## src/rtl/qpsk_symbol_serializer_pkg.sv

```systemverilog
// Shared definitions for the QPSK symbol serializer: widths, frame size,
// nominal constellation amplitude and the controller state encoding.
package qpsk_pkg;

   localparam int SYM_W_DEF = 16;
   localparam int NUM_SYM   = 4;

   // 1/sqrt(2) in Q2.14, the per-axis amplitude of a unit-energy QPSK point
   localparam logic signed [15:0] QPSK_AMP = 16'sd11585;

   typedef enum logic [0:0] {
      IDLE = 1'b0,
      SEND = 1'b1
   } state_e;

   function automatic logic [7:0] sps_last(input int sps);
      return 8'(sps - 1);
   endfunction

endpackage

```

## src/rtl/qpsk_symbol_serializer_if.sv

```systemverilog
// Frame-in / sample-out handshake bundle of the QPSK symbol serializer.
interface qpsk_symbol_serializer_if
   import qpsk_pkg::*;
#(
   parameter int SYM_W = SYM_W_DEF
);

   logic             in_valid;
   logic             in_ready;
   logic [SYM_W-1:0] symb_real_1;
   logic [SYM_W-1:0] symb_real_2;
   logic [SYM_W-1:0] symb_real_3;
   logic [SYM_W-1:0] symb_real_4;
   logic [SYM_W-1:0] symb_imag_1;
   logic [SYM_W-1:0] symb_imag_2;
   logic [SYM_W-1:0] symb_imag_3;
   logic [SYM_W-1:0] symb_imag_4;
   logic             out_valid;
   logic             out_ready;
   logic [SYM_W-1:0] out_real;
   logic [SYM_W-1:0] out_imag;
   logic             out_first;
   logic             out_last;
   logic [7:0]       frame_cnt;

   modport master (
      output in_valid, symb_real_1, symb_real_2, symb_real_3, symb_real_4,
             symb_imag_1, symb_imag_2, symb_imag_3, symb_imag_4, out_ready,
      input  in_ready, out_valid, out_real, out_imag, out_first, out_last, frame_cnt
   );

   modport slave (
      input  in_valid, symb_real_1, symb_real_2, symb_real_3, symb_real_4,
             symb_imag_1, symb_imag_2, symb_imag_3, symb_imag_4, out_ready,
      output in_ready, out_valid, out_real, out_imag, out_first, out_last, frame_cnt
   );

endinterface

```

## src/rtl/qpsk_symbol_serializer.sv

```systemverilog
// Serializes a four-symbol QPSK frame into SPS repeated I/Q samples per symbol
// with a valid/ready output stream and zero-bubble back-to-back frame loading.
module qpsk_symbol_serializer
   import qpsk_pkg::*;
#(
   parameter int SYM_W = SYM_W_DEF,
   parameter int SPS   = 4
) (
   input  logic                     clk,
   input  logic                     rst_n,
   qpsk_symbol_serializer_if.slave  bus
);

   localparam logic [7:0] SAMP_LAST = sps_last(SPS);
   localparam logic [1:0] SYM_LAST  = 2'(NUM_SYM - 1);

   state_e           state_q,     state_d;
   logic [SYM_W-1:0] re_q [NUM_SYM];
   logic [SYM_W-1:0] re_d [NUM_SYM];
   logic [SYM_W-1:0] im_q [NUM_SYM];
   logic [SYM_W-1:0] im_d [NUM_SYM];
   logic [1:0]       sym_idx_q,   sym_idx_d;
   logic [7:0]       samp_cnt_q,  samp_cnt_d;
   logic [7:0]       frame_cnt_q, frame_cnt_d;
   logic             out_valid_q, out_valid_d;
   logic [SYM_W-1:0] out_real_q,  out_real_d;
   logic [SYM_W-1:0] out_imag_q,  out_imag_d;
   logic             out_first_q, out_first_d;
   logic             out_last_q,  out_last_d;

   logic beat_s;
   logic in_ready_s;
   logic accept_s;
   logic samp_wrap_s;

   // out_last_q is only ever set in SEND, so this is the single out_ready->in_ready path
   assign beat_s      = out_valid_q & bus.out_ready;
   assign in_ready_s  = (state_q == IDLE) | (out_last_q & bus.out_ready);
   assign accept_s    = bus.in_valid & in_ready_s;
   assign samp_wrap_s = (samp_cnt_q == SAMP_LAST);

   assign bus.in_ready  = in_ready_s;
   assign bus.out_valid = out_valid_q;
   assign bus.out_real  = out_real_q;
   assign bus.out_imag  = out_imag_q;
   assign bus.out_first = out_first_q;
   assign bus.out_last  = out_last_q;
   assign bus.frame_cnt = frame_cnt_q;

   // Next-state, counter, frame-register and registered-output computation
   always_comb begin
      state_d    = state_q;
      re_d       = re_q;
      im_d       = im_q;
      sym_idx_d  = sym_idx_q;
      samp_cnt_d = samp_cnt_q;

      if (beat_s && out_last_q) begin
         frame_cnt_d = frame_cnt_q + 8'd1;
      end else begin
         frame_cnt_d = frame_cnt_q;
      end

      // A SEND-state accept always coincides with the final beat, so loading wins
      if (accept_s) begin
         re_d[0]    = bus.symb_real_1;
         re_d[1]    = bus.symb_real_2;
         re_d[2]    = bus.symb_real_3;
         re_d[3]    = bus.symb_real_4;
         im_d[0]    = bus.symb_imag_1;
         im_d[1]    = bus.symb_imag_2;
         im_d[2]    = bus.symb_imag_3;
         im_d[3]    = bus.symb_imag_4;
         sym_idx_d  = 2'd0;
         samp_cnt_d = 8'd0;
         state_d    = SEND;
      end else if (beat_s) begin
         if (samp_wrap_s) begin
            samp_cnt_d = 8'd0;
            if (sym_idx_q == SYM_LAST) begin
               sym_idx_d = 2'd0;
               state_d   = IDLE;
            end else begin
               sym_idx_d = sym_idx_q + 2'd1;
            end
         end else begin
            samp_cnt_d = samp_cnt_q + 8'd1;
         end
      end else begin
         state_d = state_q;
      end

      if (state_d == SEND) begin
         out_valid_d = 1'b1;
         out_real_d  = re_d[sym_idx_d];
         out_imag_d  = im_d[sym_idx_d];
         out_first_d = (sym_idx_d == 2'd0) && (samp_cnt_d == 8'd0);
         out_last_d  = (sym_idx_d == SYM_LAST) && (samp_cnt_d == SAMP_LAST);
      end else begin
         out_valid_d = 1'b0;
         out_real_d  = '0;
         out_imag_d  = '0;
         out_first_d = 1'b0;
         out_last_d  = 1'b0;
      end
   end

   // State and datapath registers with asynchronous clear
   always_ff @(posedge clk or negedge rst_n) begin
      if (!rst_n) begin
         state_q     <= IDLE;
         for (int i = 0; i < NUM_SYM; i++) begin
            re_q[i] <= '0;
            im_q[i] <= '0;
         end
         sym_idx_q   <= 2'd0;
         samp_cnt_q  <= 8'd0;
         frame_cnt_q <= 8'd0;
         out_valid_q <= 1'b0;
         out_real_q  <= '0;
         out_imag_q  <= '0;
         out_first_q <= 1'b0;
         out_last_q  <= 1'b0;
      end else begin
         state_q     <= state_d;
         re_q        <= re_d;
         im_q        <= im_d;
         sym_idx_q   <= sym_idx_d;
         samp_cnt_q  <= samp_cnt_d;
         frame_cnt_q <= frame_cnt_d;
         out_valid_q <= out_valid_d;
         out_real_q  <= out_real_d;
         out_imag_q  <= out_imag_d;
         out_first_q <= out_first_d;
         out_last_q  <= out_last_d;
      end
   end

endmodule

```

## src/flat_wrapper.sv

```systemverilog
// flat-port wrapper written by rule: the top's interface ports become plain ports
module qpsk_symbol_serializer_flat import qpsk_pkg::*;
#(
   parameter int SYM_W = SYM_W_DEF,
   parameter int SPS   = 4
)
  (clk, rst_n, bus_in_valid, bus_symb_real_1, bus_symb_real_2, bus_symb_real_3, bus_symb_real_4, bus_symb_imag_1, bus_symb_imag_2, bus_symb_imag_3, bus_symb_imag_4, bus_out_ready, bus_in_ready, bus_out_valid, bus_out_real, bus_out_imag, bus_out_first, bus_out_last, bus_frame_cnt);
  qpsk_symbol_serializer_if #(.SYM_W(SYM_W)) bus_i ();
  input  logic clk;
  input  logic rst_n;
  input wire logic [$bits(bus_i.in_valid)-1:0] bus_in_valid;
  input wire logic [$bits(bus_i.symb_real_1)-1:0] bus_symb_real_1;
  input wire logic [$bits(bus_i.symb_real_2)-1:0] bus_symb_real_2;
  input wire logic [$bits(bus_i.symb_real_3)-1:0] bus_symb_real_3;
  input wire logic [$bits(bus_i.symb_real_4)-1:0] bus_symb_real_4;
  input wire logic [$bits(bus_i.symb_imag_1)-1:0] bus_symb_imag_1;
  input wire logic [$bits(bus_i.symb_imag_2)-1:0] bus_symb_imag_2;
  input wire logic [$bits(bus_i.symb_imag_3)-1:0] bus_symb_imag_3;
  input wire logic [$bits(bus_i.symb_imag_4)-1:0] bus_symb_imag_4;
  input wire logic [$bits(bus_i.out_ready)-1:0] bus_out_ready;
  output wire logic [$bits(bus_i.in_ready)-1:0] bus_in_ready;
  output wire logic [$bits(bus_i.out_valid)-1:0] bus_out_valid;
  output wire logic [$bits(bus_i.out_real)-1:0] bus_out_real;
  output wire logic [$bits(bus_i.out_imag)-1:0] bus_out_imag;
  output wire logic [$bits(bus_i.out_first)-1:0] bus_out_first;
  output wire logic [$bits(bus_i.out_last)-1:0] bus_out_last;
  output wire logic [$bits(bus_i.frame_cnt)-1:0] bus_frame_cnt;
  assign bus_i.in_valid = bus_in_valid;
  assign bus_i.symb_real_1 = bus_symb_real_1;
  assign bus_i.symb_real_2 = bus_symb_real_2;
  assign bus_i.symb_real_3 = bus_symb_real_3;
  assign bus_i.symb_real_4 = bus_symb_real_4;
  assign bus_i.symb_imag_1 = bus_symb_imag_1;
  assign bus_i.symb_imag_2 = bus_symb_imag_2;
  assign bus_i.symb_imag_3 = bus_symb_imag_3;
  assign bus_i.symb_imag_4 = bus_symb_imag_4;
  assign bus_i.out_ready = bus_out_ready;
  assign bus_in_ready = bus_i.in_ready;
  assign bus_out_valid = bus_i.out_valid;
  assign bus_out_real = bus_i.out_real;
  assign bus_out_imag = bus_i.out_imag;
  assign bus_out_first = bus_i.out_first;
  assign bus_out_last = bus_i.out_last;
  assign bus_frame_cnt = bus_i.frame_cnt;
  qpsk_symbol_serializer #(.SYM_W(SYM_W), .SPS(SPS)) u_core (.clk(clk), .rst_n(rst_n), .bus(bus_i));
endmodule
```

## config.mk

```make
export PLATFORM = sky130hd
export DESIGN_NAME = qpsk_symbol_serializer_flat
export DESIGN_NICKNAME = d
export VERILOG_FILES = /design/src/rtl/qpsk_symbol_serializer_pkg.sv /design/src/rtl/qpsk_symbol_serializer_if.sv /design/src/rtl/qpsk_symbol_serializer.sv /design/src/flat_wrapper.sv
export SDC_FILE = /design/constraint.sdc
export NUM_CORES = 1
export LEC_CHECK = 0
export ABC_AREA = 0
export CORE_ASPECT_RATIO = 1.1
export CORE_UTILIZATION = 54
export DETAILED_ROUTE_END_ITERATION = 6
export GPL_TIMING_DRIVEN = 1
export HOLD_SLACK_MARGIN = 0.03
export PLACE_DENSITY = 0.85
export SYNTH_ARGS = -nofsm -noshare
export SYNTH_HDL_FRONTEND = slang
export SYNTH_SLANG_ARGS = --single-unit
```

## constraint.sdc

```tcl
create_clock -name clk -period 5 [get_ports clk]
set_input_delay 0.5 -clock clk [delete_from_list [all_inputs] [get_ports clk]]
set_output_delay 0.5 -clock clk [all_outputs]
set_load 0.02 [all_outputs]
```

### Yosys cells after proc, flatten, opt, wreduce, memory -nomap -nowiden

Index checks and enable logic that the tools add are counted.

| operators by class | value |
|---|---|
| reductions and logical operators | 5 |
| multiplexer cells | 24 |
| order comparisons | 1 |
| bitwise gates (word level) | 6 |
| equality and inequality tests | 4 |
| $add $sub $neg | 3 |

Operators with widths:

| cell | number |
|---|---|
| 64-bit 2-to-1 mux | 2 |
| 16-bit 2-to-1 mux | 6 |
| 16-bit binary-select mux with 2-bit select | 2 |
| 8-bit 2-to-1 mux | 3 |
| 8-bit by 1-bit adder with 8-bit output, second input constant | 2 |
| 8-bit by 2-bit == test with 1-bit output, second input constant | 2 |
| 8-bit zero test | 1 |
| 2-bit 2-to-1 mux | 4 |
| 1-bit 2-to-1 mux | 7 |
| 2-bit == test, second input constant | 2 |
| 1-bit bitwise AND | 3 |
| 3-bit greater-or-equal comparator, second input constant | 1 |
| 1-bit logical AND | 3 |
| 2-bit inverter with 3-bit output | 1 |
| 2-bit by 1-bit adder with 2-bit output, second input constant | 1 |
| 2-bit zero test | 1 |
| 1-bit inverter | 1 |
| 1-bit OR | 1 |

| word-level totals | value |
|---|---|
| output and inout port bits | 44 |
| register bits after elaboration | 182 |
| input port bits | 132 |

### Depth between registers and ports, before layout

| logic depth | value |
|---|---|
| depth in word-level cells | 10 |
| depth in mapped cells | 8 |
| mapped depth without buffers | 6 |

### Least setup slack after synthesis

OpenSTA, ideal clock, no wires.

| timing path | value |
|---|---|
| kind | flip-flop to flip-flop |
| from | register u_core.out_valid_q, in the netlist u_core.bus.out_valid |
| to | register u_core.out_real_q[15], in the netlist u_core.bus.out_real[15] |
| period minus slack after synthesis | 2.343 ns |
| slack | 2.657 ns |
| stages on the path, launching flop included | 8 |
| path buffers | 2 |
| arrival | 2.222 ns |
| cell sequence | dfrtp_1 -> a21bo_2 -> nand2_1 -> buf_2 -> buf_2 -> mux2_2 -> mux2_1 -> a22o_1 |

| between the ends | value |
|---|---|
| longest elaborated chain between the ends | 8 |

Ends and longest elaborated chain:

| element | RTL line | text |
|---|---|---|
| start, declared | qpsk_symbol_serializer.sv:25 | `logic out_valid_q, out_valid_d;` |
| start signal, assigned | qpsk_symbol_serializer.sv:131 | `out_valid_q <= out_valid_d;` |
| 1-bit bitwise AND (*) | qpsk_symbol_serializer.sv:37 | `assign beat_s = out_valid_q & bus.out_ready;` |
| 2-bit 2-to-1 mux | qpsk_symbol_serializer.sv:77 | `end else if (beat_s) begin` |
| 2-bit 2-to-1 mux | qpsk_symbol_serializer.sv:65 | `if (accept_s) begin` |
| 2-bit inverter with 3-bit output (not written as such) | qpsk_symbol_serializer.sv:95 | `out_real_d = re_d[sym_idx_d];` |
| 16-bit binary-select mux with 2-bit select | qpsk_symbol_serializer.sv:95 |  |
| 16-bit 2-to-1 mux (not written as such) (2 in a row) | qpsk_symbol_serializer.sv:95 |  |
| 16-bit 2-to-1 mux (*) | qpsk_symbol_serializer.sv:93 | `if (state_d == SEND) begin` |
| via u_core.out_real_d[15] | qpsk_symbol_serializer.sv:26 | `logic [SYM_W-1:0] out_real_q, out_real_d;` |
| end signal, assigned | qpsk_symbol_serializer.sv:132 | `out_real_q <= out_real_d;` |
| end, declared | qpsk_symbol_serializer.sv:26 |  |

The timed path passes the listed nets; every way through them passes the cells marked *. The select of a mux whose other input is x is not followed.
A chain may end at the register's enable or synchronous reset.

### Worst setup path in the final report

| timing path | value |
|---|---|
| from | register u_core.samp_cnt_q[0] |
| to | register u_core.out_real_q[13], in the netlist u_core.bus.out_real[13] |

| between the ends | value |
|---|---|
| longest elaborated chain between the ends | 9 |

Ends and longest elaborated chain:

| element | RTL line | text |
|---|---|---|
| start, declared | qpsk_symbol_serializer.sv:23 | `logic [7:0] samp_cnt_q, samp_cnt_d;` |
| start signal, assigned | qpsk_symbol_serializer.sv:129 | `samp_cnt_q <= samp_cnt_d;` |
| 8-bit by 2-bit == test with 1-bit output (*) | qpsk_symbol_serializer.sv:40 | `assign samp_wrap_s = (samp_cnt_q == SAMP_LAST);` |
| 2-bit 2-to-1 mux | qpsk_symbol_serializer.sv:78 | `if (samp_wrap_s) begin` |
| 2-bit 2-to-1 mux | qpsk_symbol_serializer.sv:77 |  |
| 2-bit 2-to-1 mux | qpsk_symbol_serializer.sv:65 |  |
| 2-bit inverter with 3-bit output (not written as such) | qpsk_symbol_serializer.sv:95 |  |
| 16-bit binary-select mux with 2-bit select | qpsk_symbol_serializer.sv:95 |  |
| 16-bit 2-to-1 mux (not written as such) (2 in a row) | qpsk_symbol_serializer.sv:95 |  |
| 16-bit 2-to-1 mux (*) | qpsk_symbol_serializer.sv:93 |  |
| via u_core.out_real_d[13] | qpsk_symbol_serializer.sv:26 |  |

Marks and branches as above.

==> metrics.md <==
| Metric | Value |
|---|---|
| Number of cells produced by synthesis | 520 |
| Count of TritonRoute iterations in the first routing pass | 6 |
| Distinct cells, synth | 38 |
| Placed cell count | 860 |
| Part of the total power dissipated in sequential elements | 35.2% |
| Post-CTS setup buffer count | 0 |
| Power Internal | between 0.004 and 0.005 W |
| Final RePlAce weighted congestion | 0.822 |
| Reg2Reg Setup Slack | 1.80 ns |
| Die Width | ~120 µm |
| Worst clock skew | 0.00902 ns |
| Fill cell count | 963 |
| Capture point of the critical path | u_core.bus.out_real[13] |
| Number of global-route vias before repair | 5247 |
| Kind of launch point of the worst setup path | flip-flop |
| CORE AREA | 14000 µm² |
| Total I/O pin count | 176 |
| Port Buf Inserts | 175 |
| Category of the worst setup path capture point | flip-flop |
| Global-route wire length before repair | 27000 µm |
| Timing startpoint of the critical path | u_core.samp_cnt_q[0] |
| Area Overhead vs Synth | 32.3% |
| First DRT Iteration DRCs | 267 |
| Part of the total power dissipated in the clock network | 20.7% |
| Max-cap violation count | 0 |
| Combinational fraction of design power | 44.1% |
| Number of buffers created by CTS | 17 |
| Pleak | 4.46 nW |
| Mean instance size in the synthesized netlist | 15.1 µm² |
| Number of sinks driven by the clock tree | 181 |
| Total routed wirelength | 17200 µm |
| Class of the most critical setup path | flip-flop to flip-flop |
| Storage cell area | 4530 µm² |
| DR WL/cell | 19.2 µm |
| Buffer cell driving the clock tree root | sky130_fd_sc_hd__clkbuf_16 |
| Worst reg-to-reg path cell count | 7 |
| Number of design rule violations left after detail routing | 0 |
| Post-DP HPWL | 11500 µm |
| Routed length on met1 | 6920 µm |
| Required time at the endpoint of the critical path | roughly 5.3 ns |
| Cell area after technology mapping | about 7800 µm² |
| Kind of path behind the tightest hold check | input pin to asynchronous set/reset pin |
| Height of the die | 128 µm |
| H-tree depth | 4 |
| Standard-cell row count | 45 |
| Critical-path maximum fanout | 45 |
| Hold buffer count at cts | 0 |
| Vias per Instance | between 5 and 6 |
| Initial cell density of the core | approximately 56% |
| IR drop worst, VDD | between 0.0004 and 0.0005 V |
| FFs w/ async S/R, synth | 100% |
| Critical R2R Launch | u_core.samp_cnt_q[0] |
| Worst slew pin tran | 1.10 ns |
| Fin crit share | 64.1% |
| Post-Layout Cell Count | 893 |
| Setup repair after global routing missed its margin | false |
| Number of warnings reported in the yosys synthesis log | 0 |
| Crit Reg-Reg Endpoint | u_core.bus.out_real[13] |
| Final Max Slew Viols | 0 |
| Seq/Total Area, Yosys | 57.8% |
| Achievable clock frequency | 312 MHz |
| Net switching fraction of the power | 30.5% |
| Minimum clock period after layout | between 3 and 4 ns |
| Fraction of layout instances using a drive strength above 1 | about a third |
| Buffer depth of the longest clock path | 2 |
| Net count, final | a little over 800 |
| Initial antenna violation count | 0 |
| Clock latency on the worst-skew pair | 0.42 ns |
| Setup violation total in the final timing report | 0 |
| Combined area of the multi-input logic cells | 3160 µm² |
| NetSw | approximately 0.0021 W |
| Full die area | ~15000 µm² |
| Maximum number of pins on one net before global-route repair | 80 |
| Total power divided by cell area | 655 nW/µm² |
| Number of flops mapped to enable cells by yosys | 0 |
| Clock tree from TritonCTS | yes |
| Met3 wirelength from detailed routing | approximately 820 µm |
| Status | complete, no violations |
| Sum of negative setup slack | 0 ns |
| Met2 wire length | 9090 µm |
| Quantity of gates resized following cts | 0 |
| Number of antenna-violating nets in the routed design | 0 |
| Endpoint arrival time on the critical path | 3.51 ns |
| Worst slew margin | 26.5% |
| Remaining Overflow, GRT | 0 |
| Via count | 4877 |
| Most used flip-flop cell after synthesis | sky130_fd_sc_hd__dfrtp_1 |
| Clock-pin transition on the worst setup and hold timing paths | around 0.060 ns |
| Highest Signal Layer | met4 |
| Count of state elements after synthesis | 181 |
| Overall fraction of global-route tracks in use | between 20 and 25% |
| Hold Violations, Final | 0 |
| Synthesized Nets | between 600 and 700 |
==> final cells by class <==
class	instances	share of cell area, %
Antenna cell	1	0.0241
Sequential cell	181	43.7
Multi-Input combinational cell	308	30.5
Timing Repair Buffer	183	17.5
Tap cell	188	2.27
Clock inverter	9	1.44
Clock buffer	23	4.61
==> Yosys cell counts, types with 3 or more instances <==
cell type / number / area share (%)
sky130_fd_sc_hd__nand3_1: 4 / 0.26
sky130_fd_sc_hd__and3_1: 3 / 0.24
sky130_fd_sc_hd__nand4_1: 7 / 0.56
sky130_fd_sc_hd__xor2_1: 7 / 0.78
sky130_fd_sc_hd__nand2_1: 10 / 0.48
sky130_fd_sc_hd__ha_1: 3 / 0.48
sky130_fd_sc_hd__and4_1: 3 / 0.34
sky130_fd_sc_hd__dfrtp_1: 181 / 58
sky130_fd_sc_hd__mux2_4: 27 / 5.2
sky130_fd_sc_hd__and2_1: 3 / 0.24
sky130_fd_sc_hd__nor2_1: 10 / 0.48
sky130_fd_sc_hd__buf_6: 4 / 0.57
sky130_fd_sc_hd__xnor2_1: 8 / 0.89
sky130_fd_sc_hd__mux2_2: 164 / 24
sky130_fd_sc_hd__buf_1: 4 / 0.19
sky130_fd_sc_hd__buf_2: 19 / 1.2
sky130_fd_sc_hd__clkbuf_1: 4 / 0.19
sky130_fd_sc_hd__a22o_1: 32 / 3.6
==> per-layer routing <==
metal  track usage (%)  vias to the layer above
li1                  -                     2227
met4              9.31                        0
met1              28.7                     2505
met5                 0                        -
met3              5.42                       25
met2              42.4                      120
==> logic make-up (layout without fill, tap and decap cells) <==
kind of cell,after synthesis,in the layout,share of synthesized area [%]
AOI/OAI and AO/OA,46,46,5.20
and+or+nand+nor,49,49,3.43
buffers and inverters,31,215,2.17
DFF,181,181,57.8
adders and majority gates,3,3,0.479
muxes,195,195,29.3
other,0,1,0
xor gates and xnor gates,15,15,1.68
==> metrics by stage <==
| stage | setup WS (ns) | area, µm² | hold WS, ns | total power, W | utilization [%] |
|---|---|---|---|---|---|
| floorplan | 2.66 | 7840 | 0.204 | 0.00456 | - |
| global placement | 1.56 | 9740 | 0.461 | 0.00524 | 69.8 |
| detailed placement | 1.47 | 9740 | 0.462 | 0.00539 | 69.8 |
| CTS | 1.83 | 10400 | 0.124 | 0.00683 | 74.2 |
| global route | 1.67 | 10400 | 0.162 | 0.00715 | 74.2 |
| finish | 1.80 | 10400 | 0.0982 | 0.00679 | 74.3 |
==> flip-flops by register name (all words and copies together), names as in the netlist <==
name / count
u_core.bus.frame_cnt: 8
u_core.bus.out_real: 16
u_core.bus.out_last: 1
u_core.bus.out_first: 1
u_core.samp_cnt_q: 8
u_core.bus.out_imag: 16
u_core.sym_idx_q: 2
u_core.bus.out_valid: 1
u_core.re_q: 64
u_core.im_q: 64
==> worst max-delay path, cell delays in order (launching register included) <==
cell	delay (ns)
sky130_fd_sc_hd__dfrtp_1	0.56
sky130_fd_sc_hd__ha_1	0.30
sky130_fd_sc_hd__nor4b_1	0.48
sky130_fd_sc_hd__nand4_1	0.24
sky130_fd_sc_hd__a21oi_4	0.21
sky130_fd_sc_hd__buf_4	0.61
sky130_fd_sc_hd__mux2_2	0.42
sky130_fd_sc_hd__a22o_1	0.24
==> placed cells by master, fill, tap and decap left out, types with 3 or more instances in the layout <==
cell type / n
sky130_fd_sc_hd__a22o_1: 32
sky130_fd_sc_hd__and2_1: 3
sky130_fd_sc_hd__and3_1: 3
sky130_fd_sc_hd__and4_1: 3
sky130_fd_sc_hd__buf_4: 8
sky130_fd_sc_hd__bufinv_16: 4
sky130_fd_sc_hd__clkbuf_1: 3
sky130_fd_sc_hd__clkbuf_16: 17
sky130_fd_sc_hd__clkbuf_8: 3
sky130_fd_sc_hd__clkdlybuf4s50_1: 174
sky130_fd_sc_hd__clkinv_2: 4
sky130_fd_sc_hd__dfrtp_1: 181
sky130_fd_sc_hd__ha_1: 3
sky130_fd_sc_hd__mux2_2: 164
sky130_fd_sc_hd__mux2_4: 27
sky130_fd_sc_hd__nand2_1: 9
sky130_fd_sc_hd__nand3_1: 4
sky130_fd_sc_hd__nand4_1: 7
sky130_fd_sc_hd__nor2_1: 10
sky130_fd_sc_hd__xnor2_1: 8
sky130_fd_sc_hd__xor2_1: 7
==> worst min path at each step <==
| stage | startpoint | endpoint | slack [ns] | cells past startpoint |
|---|---|---|---|---|
| floorplan | rst_n | u_core.bus.frame_cnt[0] | 0.20 | 0 |
| global placement | u_core.bus.frame_cnt[7] | u_core.bus.frame_cnt[7] | 0.46 | 1 |
| detailed placement | u_core.bus.frame_cnt[7] | u_core.bus.frame_cnt[7] | 0.46 | 1 |
| CTS | rst_n | u_core.bus.out_first | 0.12 | 1 |
| global route | rst_n | u_core.bus.out_last | 0.16 | 1 |
| finish | rst_n | u_core.bus.out_first | 0.1 | 1 |
==> power groups by stage <==
stage | Combinational [W] | Sequential [W] | Clock (W)
2_1_floorplan | 0.00206 | 0.00250 | 0
3_3_place_gp | 0.00287 | 0.00237 | 0
3_5_place_dp | 0.00298 | 0.00241 | 0
4_1_cts | 0.00301 | 0.00239 | 0.00143
5_1_grt | 0.00321 | 0.00245 | 0.00149
6_report | 0.00300 | 0.00239 | 0.00140
No activity file was read; power rests on OpenSTA's default activity.
